$ cat src/rtl/mult_pkg.sv
// mult_pkg: shared op encodings, FSM state type and default width for the HI/LO multiply unit
package mult_pkg;
  localparam int MULT_WIDTH = 32;
  localparam logic [1:0] OP_MULTU = 2'b00;
  localparam logic [1:0] OP_MADDU = 2'b01;
  localparam logic [1:0] OP_MTHI  = 2'b10;
  localparam logic [1:0] OP_MTLO  = 2'b11;
  typedef enum logic [1:0] {IDLE, MUL, COMMIT} state_t;
endpackage

$ cat src/rtl/multiplier.sv
// multiplier: combinational unsigned WIDTHxWIDTH array multiplier
//   in1, in2 : unsigned operands
//   out      : full 2*WIDTH-bit product
module multiplier #(
  parameter int WIDTH = 32
) (
  input  logic [WIDTH-1:0]   in1,
  input  logic [WIDTH-1:0]   in2,
  output logic [2*WIDTH-1:0] out
);
  assign out = (2*WIDTH)'(in1) * (2*WIDTH)'(in2);
endmodule

$ cat src/rtl/hilo_mult_unit.sv
// hilo_mult_unit: multi-cycle HI/LO multiply/accumulate wrapper around the combinational multiplier
//   clk, rst_n : clock, asynchronous active-low reset
//   start, op  : request strobe and operation (MULTU, MADDU, MTHI, MTLO)
//   in1, in2   : unsigned operands (in2 unused by MTHI/MTLO)
//   busy       : multiply in flight
//   done       : one-cycle pulse after HI/LO was updated
//   hi, lo     : architectural HI/LO registers
module hilo_mult_unit import mult_pkg::*; #(
  parameter int WIDTH = MULT_WIDTH,
  parameter int LAT   = 2
) (
  input  logic             clk,
  input  logic             rst_n,
  input  logic             start,
  input  logic [1:0]       op,
  input  logic [WIDTH-1:0] in1,
  input  logic [WIDTH-1:0] in2,
  output logic             busy,
  output logic             done,
  output logic [WIDTH-1:0] hi,
  output logic [WIDTH-1:0] lo
);
  state_t state, next_state;
  logic [3:0] cnt;
  logic [WIDTH-1:0] a, b;
  logic madd;
  logic [2*WIDTH-1:0] prod;
  logic accept_mul, accept_mt;
  multiplier #(.WIDTH(WIDTH)) u_mul (.in1(a), .in2(b), .out(prod));
  assign busy = state != IDLE;
  always_comb begin
    accept_mul = state == IDLE && start && (op == OP_MULTU || op == OP_MADDU);
    accept_mt = state == IDLE && start && (op == OP_MTHI || op == OP_MTLO);
    next_state = state;
    unique case (state)
      IDLE:    next_state = accept_mul ? MUL : IDLE;
      MUL:     next_state = cnt == '0 ? COMMIT : MUL;
      default: next_state = IDLE;
    endcase
  end
  always_ff @(posedge clk or negedge rst_n) begin
    if (!rst_n) begin
      state <= IDLE;
      cnt <= '0;
      a <= '0;
      b <= '0;
      madd <= 1'b0;
      hi <= '0;
      lo <= '0;
      done <= 1'b0;
    end else begin
      state <= next_state;
      done <= state == COMMIT || accept_mt;
      if (accept_mul) begin
        a <= in1;
        b <= in2;
        madd <= op == OP_MADDU;
        cnt <= 4'(LAT - 1);
      end else if (state == MUL && cnt != '0) begin
        cnt <= cnt - 4'd1;
      end
      // accumulate wraps modulo 2^(2*WIDTH); carry-out dropped
      if (state == COMMIT) {hi, lo} <= madd ? {hi, lo} + prod : prod;
      else if (accept_mt && op == OP_MTHI) hi <= in1;
      else if (accept_mt && op == OP_MTLO) lo <= in1;
    end
  end
endmodule

$ cat config.mk
export PLATFORM = sky130hd
export DESIGN_NAME = hilo_mult_unit
export DESIGN_NICKNAME = d
export VERILOG_FILES = /design/src/rtl/mult_pkg.sv /design/src/rtl/multiplier.sv /design/src/rtl/hilo_mult_unit.sv
export SDC_FILE = /design/constraint.sdc
export NUM_CORES = 2
export LEC_CHECK = 0
export ABC_CLOCK_PERIOD_IN_PS = 8500
export CAP_MARGIN = 20
export CORE_UTILIZATION = 59
export DETAILED_ROUTE_END_ITERATION = 16
export HOLD_SLACK_MARGIN = 0.08
export PLACE_DENSITY = 0.8
export SLEW_MARGIN = 20
export SYNTH_ARGS = -nofsm -noshare
export SYNTH_HDL_FRONTEND = slang
export SYNTH_SLANG_ARGS = --single-unit
$ cat constraint.sdc
create_clock -name clk -period 8.5 [get_ports clk]
set_input_delay 1.275 -clock clk [delete_from_list [all_inputs] [get_ports clk]]
set_output_delay 1.275 -clock clk [all_outputs]
set_load 0.02 [all_outputs]
==> flow_summary.ini <==
[logic_synthesis]
ys.flop_type = dfrtp_1
synth_largest_area_cell = fa_1
yosys-top-cells-area = fa_1, ha_1, and2_1, dfrtp_1, inv_1
netlist_instances = 4778
synthArstFlopShare = 1.00
synth.most_common_cell = fa_1
yosysWarnings = 0
synth_top_area_frac = 0.417
syn_avg_cell_area_um2 = 9.00
netlist_area_mm2 = 0.0430
synth_fp_nets = 6081
yosysSeqAreaShare = 0.0791
synth-seq-cells = 136
ys_types = 79
synth_edf_count = 0
yosys-top-cells-count = fa_1, inv_1, nand2_1

[sta]
skew_ns = 0.0196
rsz0062_at_grt = yes
fin_crit_ns = 10.01
setup_viol = 41
tightest_slew_ns = 1.25
max_freq_mhz = 99.9
drv_slew = 0
period_share = 1.18
setup_slack_ns = -1.51
hold_viol = 0
slew_headroom = 0.170

[place]
place_hpwl_um = 107000
place_congestion = 0.993
port_buffers = 134
placed_cells = 6255

[die]
io-pin-count = 135
die_x_um = 272
die_h_um = 272
fp.coreArea_mm2 = 0.0719
die_area_mm2 = 0.0740
rows = 98
start_util = 0.599

[final_layout]
stdcell_count = 6413
fin_nets = 6751
fill_cells = 4553
seqCellArea_mm2 = 0.00342
syn2layout_area_growth_pct = 26.1
drive_above_1_share = 0.232
multi_input_comb_area_mm2 = 0.0375

[run_status]
violations = negative setup slack
status = finished with violations

[clock_network]
numCtsBuffers = 17
clkTransAtPathRegs_ns = 0.07
cts_sinks = 136
clk_path_buf_depth = 2
cts_tree = done
h-tree-depth = 4
cts-root-buf = clkbuf_16
clk_latency_ns = 0.52

[critical_path]
critical-path-top-delay-family = adder cells
critPathCaptureType = flip-flop
critPathSlowestCell = fa_2
cp.required_ns = 8.89
cp_max_fo = 13
critical_path_class = flip-flop to flip-flop
crit_path_max_incr_delay_ns = 0.60
worst-path-buf-inv = 6
crit_top_cell = fa_1
startpoint_type = flip-flop
cp.arrival_ns = 10.40

[detailed_routing]
drtPass1Iterations = 8
drt_iter0_drc = 3681
viasPerCell = 5.99
vias = 38388
drc_errors = 0
wl_per_cell_um = 22.6
ant_nets = 0
wirelength_um = 145000

[global_route]
grt_max_degree = 64
overflow = 0
grt_pass1_vias = 41135
grt_antenna_before_repair = 2
grt_pass1_wl_um = 221000
track_usage = 0.388

[hold_path]
holdCritPathClass = flip-flop to flip-flop

[job]
drv_cap = 0
==> stage by stage <==
| stage | setup WS (ns) | instance area, um2 | hold slack (ns) | utilization | setup TNS, ns |
|---|---|---|---|---|---|
| 2_1_floorplan | -0.272 | 43600 | 0.485 | - | -1.25 |
| 3_3_place_gp | -1.36 | 50400 | 0.496 | 0.701 | -29.15 |
| 3_5_place_dp | -1.40 | 50400 | 0.510 | 0.701 | -33.24 |
| 4_1_cts | -1.03 | 53100 | 0.525 | 0.739 | -23.96 |
| 5_1_grt | -1.61 | 54200 | 0.562 | 0.755 | -47.97 |
| 6_report | -1.51 | 54300 | 0.529 | 0.755 | -42.11 |
==> final cells by class <==
class                   count  share of cell area
diodes                      2           0.0000923
clock buffers              18             0.00791
clock inverters            14             0.00298
inverters                 869              0.0601
multi-input cells        3496               0.692
flip-flops and latches    136              0.0631
well taps                 950              0.0219
repair buffers            928               0.152
==> layout by cell type (no fill, tap or decap), types with 38 or more instances in the layout <==
cell	netlist	routed
buf_6	0	58
and2_1	576	548
inv_1	868	852
buf_4	0	676
o21ai_0	106	60
dfrtp_1	136	121
clkdlybuf4s50_1	0	133
ha_4	0	48
ha_1	337	288
a21o_1	79	79
nor2_1	122	111
xor2_1	46	38
buf_12	0	51
xnor2_1	77	57
fa_1	897	872
a21oi_2	3	45
a21oi_1	181	132
nand2_1	625	614
nand4_1	39	39
mux2_2	66	65
==> worst register-to-register path, delay by kind of cell, from the launching register on <==
family,cells,cell delay [ns]
compound gates,13,2.39
xor+xnor,2,0.39
fa+ha+maj,10,4.85
buf+inv,6,0.77
flops,1,0.46
simple gates,4,1.05
==> metal layers <==
metal / global-route usage / up-vias / share of wire
li1: - / 15999 / -
met1: 0.474 / 19238 / 0.35
met2: 0.644 / 2331 / 0.47
met3: 0.0778 / 820 / 0.10
met4: 0.224 / 0 / 0.078
met5: 0 / - / 0
==> registers in the layout, indices dropped and copies added, names as in the netlist <==
signal  cells
hi         32
done        1
a          32
cnt         4
lo         32
madd        1
b          32
state       2
==> what timing repair did <==
item	in CTS	in global routing
hold buffers	0	0
setup endpoints to repair	40	48
setup buffers	83	53
pin swaps	174	195
gates cloned	3	2
gates resized for setup	287	181
==> path summary, 6_finish.rpt <==
check / startpoint / end / slack, ns / depth (start not counted)
setup / recovery: a[15] / hi[29] / -1.51 / 35
hold / removal: lo[2] / lo[2] / 0.53 / 2
setup reg to reg: a[15] / hi[29] / -1.51 / 35
hold reg to reg: lo[2] / lo[2] / 0.53 / 2
max in group asynchronous: rst_n / madd / 5.77 / 3
min in group asynchronous: rst_n / b[26] / 0.82 / 1
==> logic make-up (layout without fill, tap and decap cells) <==
family                     after synthesis  in the layout  synth area share
and+or+nand+nor                       1466           1466             0.170
other                                    0              2                 0
AOI/OAI and AO/OA                      585            585            0.0877
xor gates and xnor gates               125            125            0.0258
DFF                                    136            136            0.0791
muxes                                   86             86            0.0219
buffers and inverters                 1146           1829             0.100
adders and majority gates             1234           1234             0.516
Power is not shown: default switching activity piles up to over one toggle a cycle in this logic, so the estimate is an artifact.
==> RTL change, RTL diff (same settings) <==
Set the package constant `MULT_WIDTH` to 36 (it was 32).
--- a/src/rtl/mult_pkg.sv
+++ b/src/rtl/mult_pkg.sv
@@ -1,5 +1,5 @@
 // mult_pkg: shared op encodings, FSM state type and default width for the HI/LO multiply unit
 package mult_pkg;
-  localparam int MULT_WIDTH = 32;
+  localparam int MULT_WIDTH = 36;
   localparam logic [1:0] OP_MULTU = 2'b00;
   localparam logic [1:0] OP_MADDU = 2'b01;
Ports: changed (resized hi, in1, in2 and lo); port bits go from 135 to 151. No check against the original RTL was run, so the function may have changed too.
==> RTL change against the original RTL <==
Sequential share of layout area down 0.52 points; worst setup slack worse by 0.079 ns; the run still ends with negative setup slack left; largest cell class unchanged; synthesized area rose by 23%; first-iteration DRC count is 25% higher; utilization fell by 0.96 points; design area increased by 22%; sequential cell count up 16; count of clock-buffer cells in the layout is the same; routed wire length is 23% higher; non-clock buffer count increased by 125.
Power is left out: the tool's default activity adds up to more than one toggle a clock period on the data nets, which glitch-free logic cannot reach.
==> RTL change: results (changes against the original RTL) <==
Outcome
  • Status: finished with violations
  • Failing checks: negative setup slack

Logic synthesis
  • Top_reg_cell synth: dfrtp_1
  • Yosys warning total: 0 (unchanged)
  • Syn nets: 7626 (+25%)
  • Leading cell types by count after synthesis: inv_1, fa_1, nand2_1, and2_1, ha_1
  • Mapped Cells: 6023 (+26%)
  • Share of the yosys chip area belonging to registers: 7.17% (-0.74 points)
  • Synth area leaders: fa_1, inv_1, ha_1
  • XOR/XNOR Fraction of Synth Area: 2.26% (-0.32 points)
  • Synth unique cells: 86 (+8.9%)
  • Synth Area in Adders: 52.4% (+0.83 points)
  • Mux cell area share after synthesis: 1.91% (-0.28 points)
  • Post-synth ARST share: 100% (unchanged)
  • Synth Area in Compound Gates: 7.88% (-0.89 points)

Setup path
  • CP Launch Type: register
  • Cell family with most CP delay: adder cells
  • CP arrival: 10.49 ns (+0.09 ns)
  • Reg2Reg Launch Point: b[3]$_DFFE_PN0P_
  • Slowest stage delay, CP: 0.59 ns
  • R2R cell count: 37 (+5.7%)
  • Critical path destination: hi[33]$_DFFE_PN0P_
  • Highest-delay cell along the critical path: fa_2
  • Worst-path fanout max: 7 (-6)

Route
  • Via Count: 46400 (+21%)
  • Post-Route WL: 178000 um (+23%)
  • TritonRoute pass-1 iters: 6 (-2)
  • First DRT Iteration DRCs: 4585 (+25%)

CTS
  • Root buf cell: clkbuf_16
  • Max clock buf depth: 2 (unchanged)
  • CTS buffer count: 17 (unchanged)
  • CTS clock-pin slew for the worst setup and hold paths: 0.08 ns
  • Worst-skew pair later-pin latency: 0.51 ns
  • Htree depth: 4 (unchanged)

Global routing
  • Vias in the first global route: 49800 (+21%)
  • Largest net degree at the start of global routing: 80 (+25%)
  • GRT Resource Usage Total: 39.1% (+0.25 points)
  • Initial antenna violation count: 18 (+16)
  • First-pass GRT wire length: 273000 um (+23%)

Place
  • Post-place setup slack: -1.71 ns (-0.313 ns)
  • PortBufs: 150 (+12%)
  • Inst Count DP: 7707 (+23%)
  • Dpl hpwl: 138000 um (+29%)
  • Area post-placement: 61700 sq um (+22%)
  • RD Place Congestion: 1.02 (+2.2%)

STA
  • Setup WS post-layout: -1.59 ns (-0.0794 ns)
  • Setup TNS: -51.62 ns (-9.51 ns)
  • Post-Route Skew: 0.0181 ns (-0.00150 ns)
  • Relative max-transition margin: 32.5% (+16 points)
  • Final Setup Violations: 48 (+17%)

Final layout
  • # fillers: 5758 (+26%)
  • Final nets: 8301 (+23%)
  • Layout cell share with drive strength beyond 1: 22.3% (-0.88 points)
  • Fin cells: 7886 (+23%)

Hold path
  • Hold Crit Start: lo[13]$_DFFE_PN0P_
  • Hold Path Class: reg -> reg
  • WHS Path Cells: 2 (unchanged)
  • WHS Endpoint: lo[13]$_DFFE_PN0P_
==> RTL change: cell count changes after synthesis, sizes merged, moves of 30 or more <==
| cell | change |
|---|---|
| ha | +32 |
| nand2 | +264 |
| and2 | +30 |
| fa | +260 |
| inv | +396 |
| clkbuf | +99 |
==> RTL change: cell type report <==
class                   count  share of cell area [%]
repair buffers           1053                    14.9
well taps                1165                    2.21
inverters                1264                    7.18
clock inverters            14                   0.307
flip-flops and latches    152                    5.79
multi-input cells        4210                    68.9
diodes                     10                  0.0379
clock buffers              18                   0.665
==> RTL change: routing by layer <==
| layer | vias up | routed length [um] | GRT usage, % |
|---|---|---|---|
| met1 | 23500 | 64400 | 50.4 |
| met5 | - | 75 | 0 |
| met4 | 12 | 9180 | 15.6 |
| li1 | 19400 | - | - |
| met2 | 2825 | 83000 | 62.6 |
| met3 | 682 | 21100 | 11.0 |
==> RTL change: kinds of logic (layout without fill, tap and decap cells) <==
family          after synthesis  after routing
compound gates              643            643
xor+xnor                    137            137
fa+ha+maj                  1526           1526
buf+inv                    1661           2349
flops                       152            152
mux                          92             92
other cells                   0             10
simple gates               1812           1812
==> RTL change: timing repair <==
item                       in CTS  in global routing
gates resized for setup       337                265
gates cloned                    4                  3
hold endpoints to repair        0                  0
buffers inserted               80                 63
pin swaps                     165                156
setup endpoints to repair      52                 52
==> RTL change: worst min-delay path, cell delays in order, from the launching register on <==
cell	delay (ns)
dfrtp_1	0.38
nand2_1	0.05
o21ai_0	0.06
==> RTL change: stage by stage <==
step                utilization, %  hold WS, ns
global placement              69.5        0.501
detailed placement            69.5        0.507
CTS                           72.7        0.530
finish                        74.5        0.530
global route                  74.5        0.563
floorplan                        -        0.496
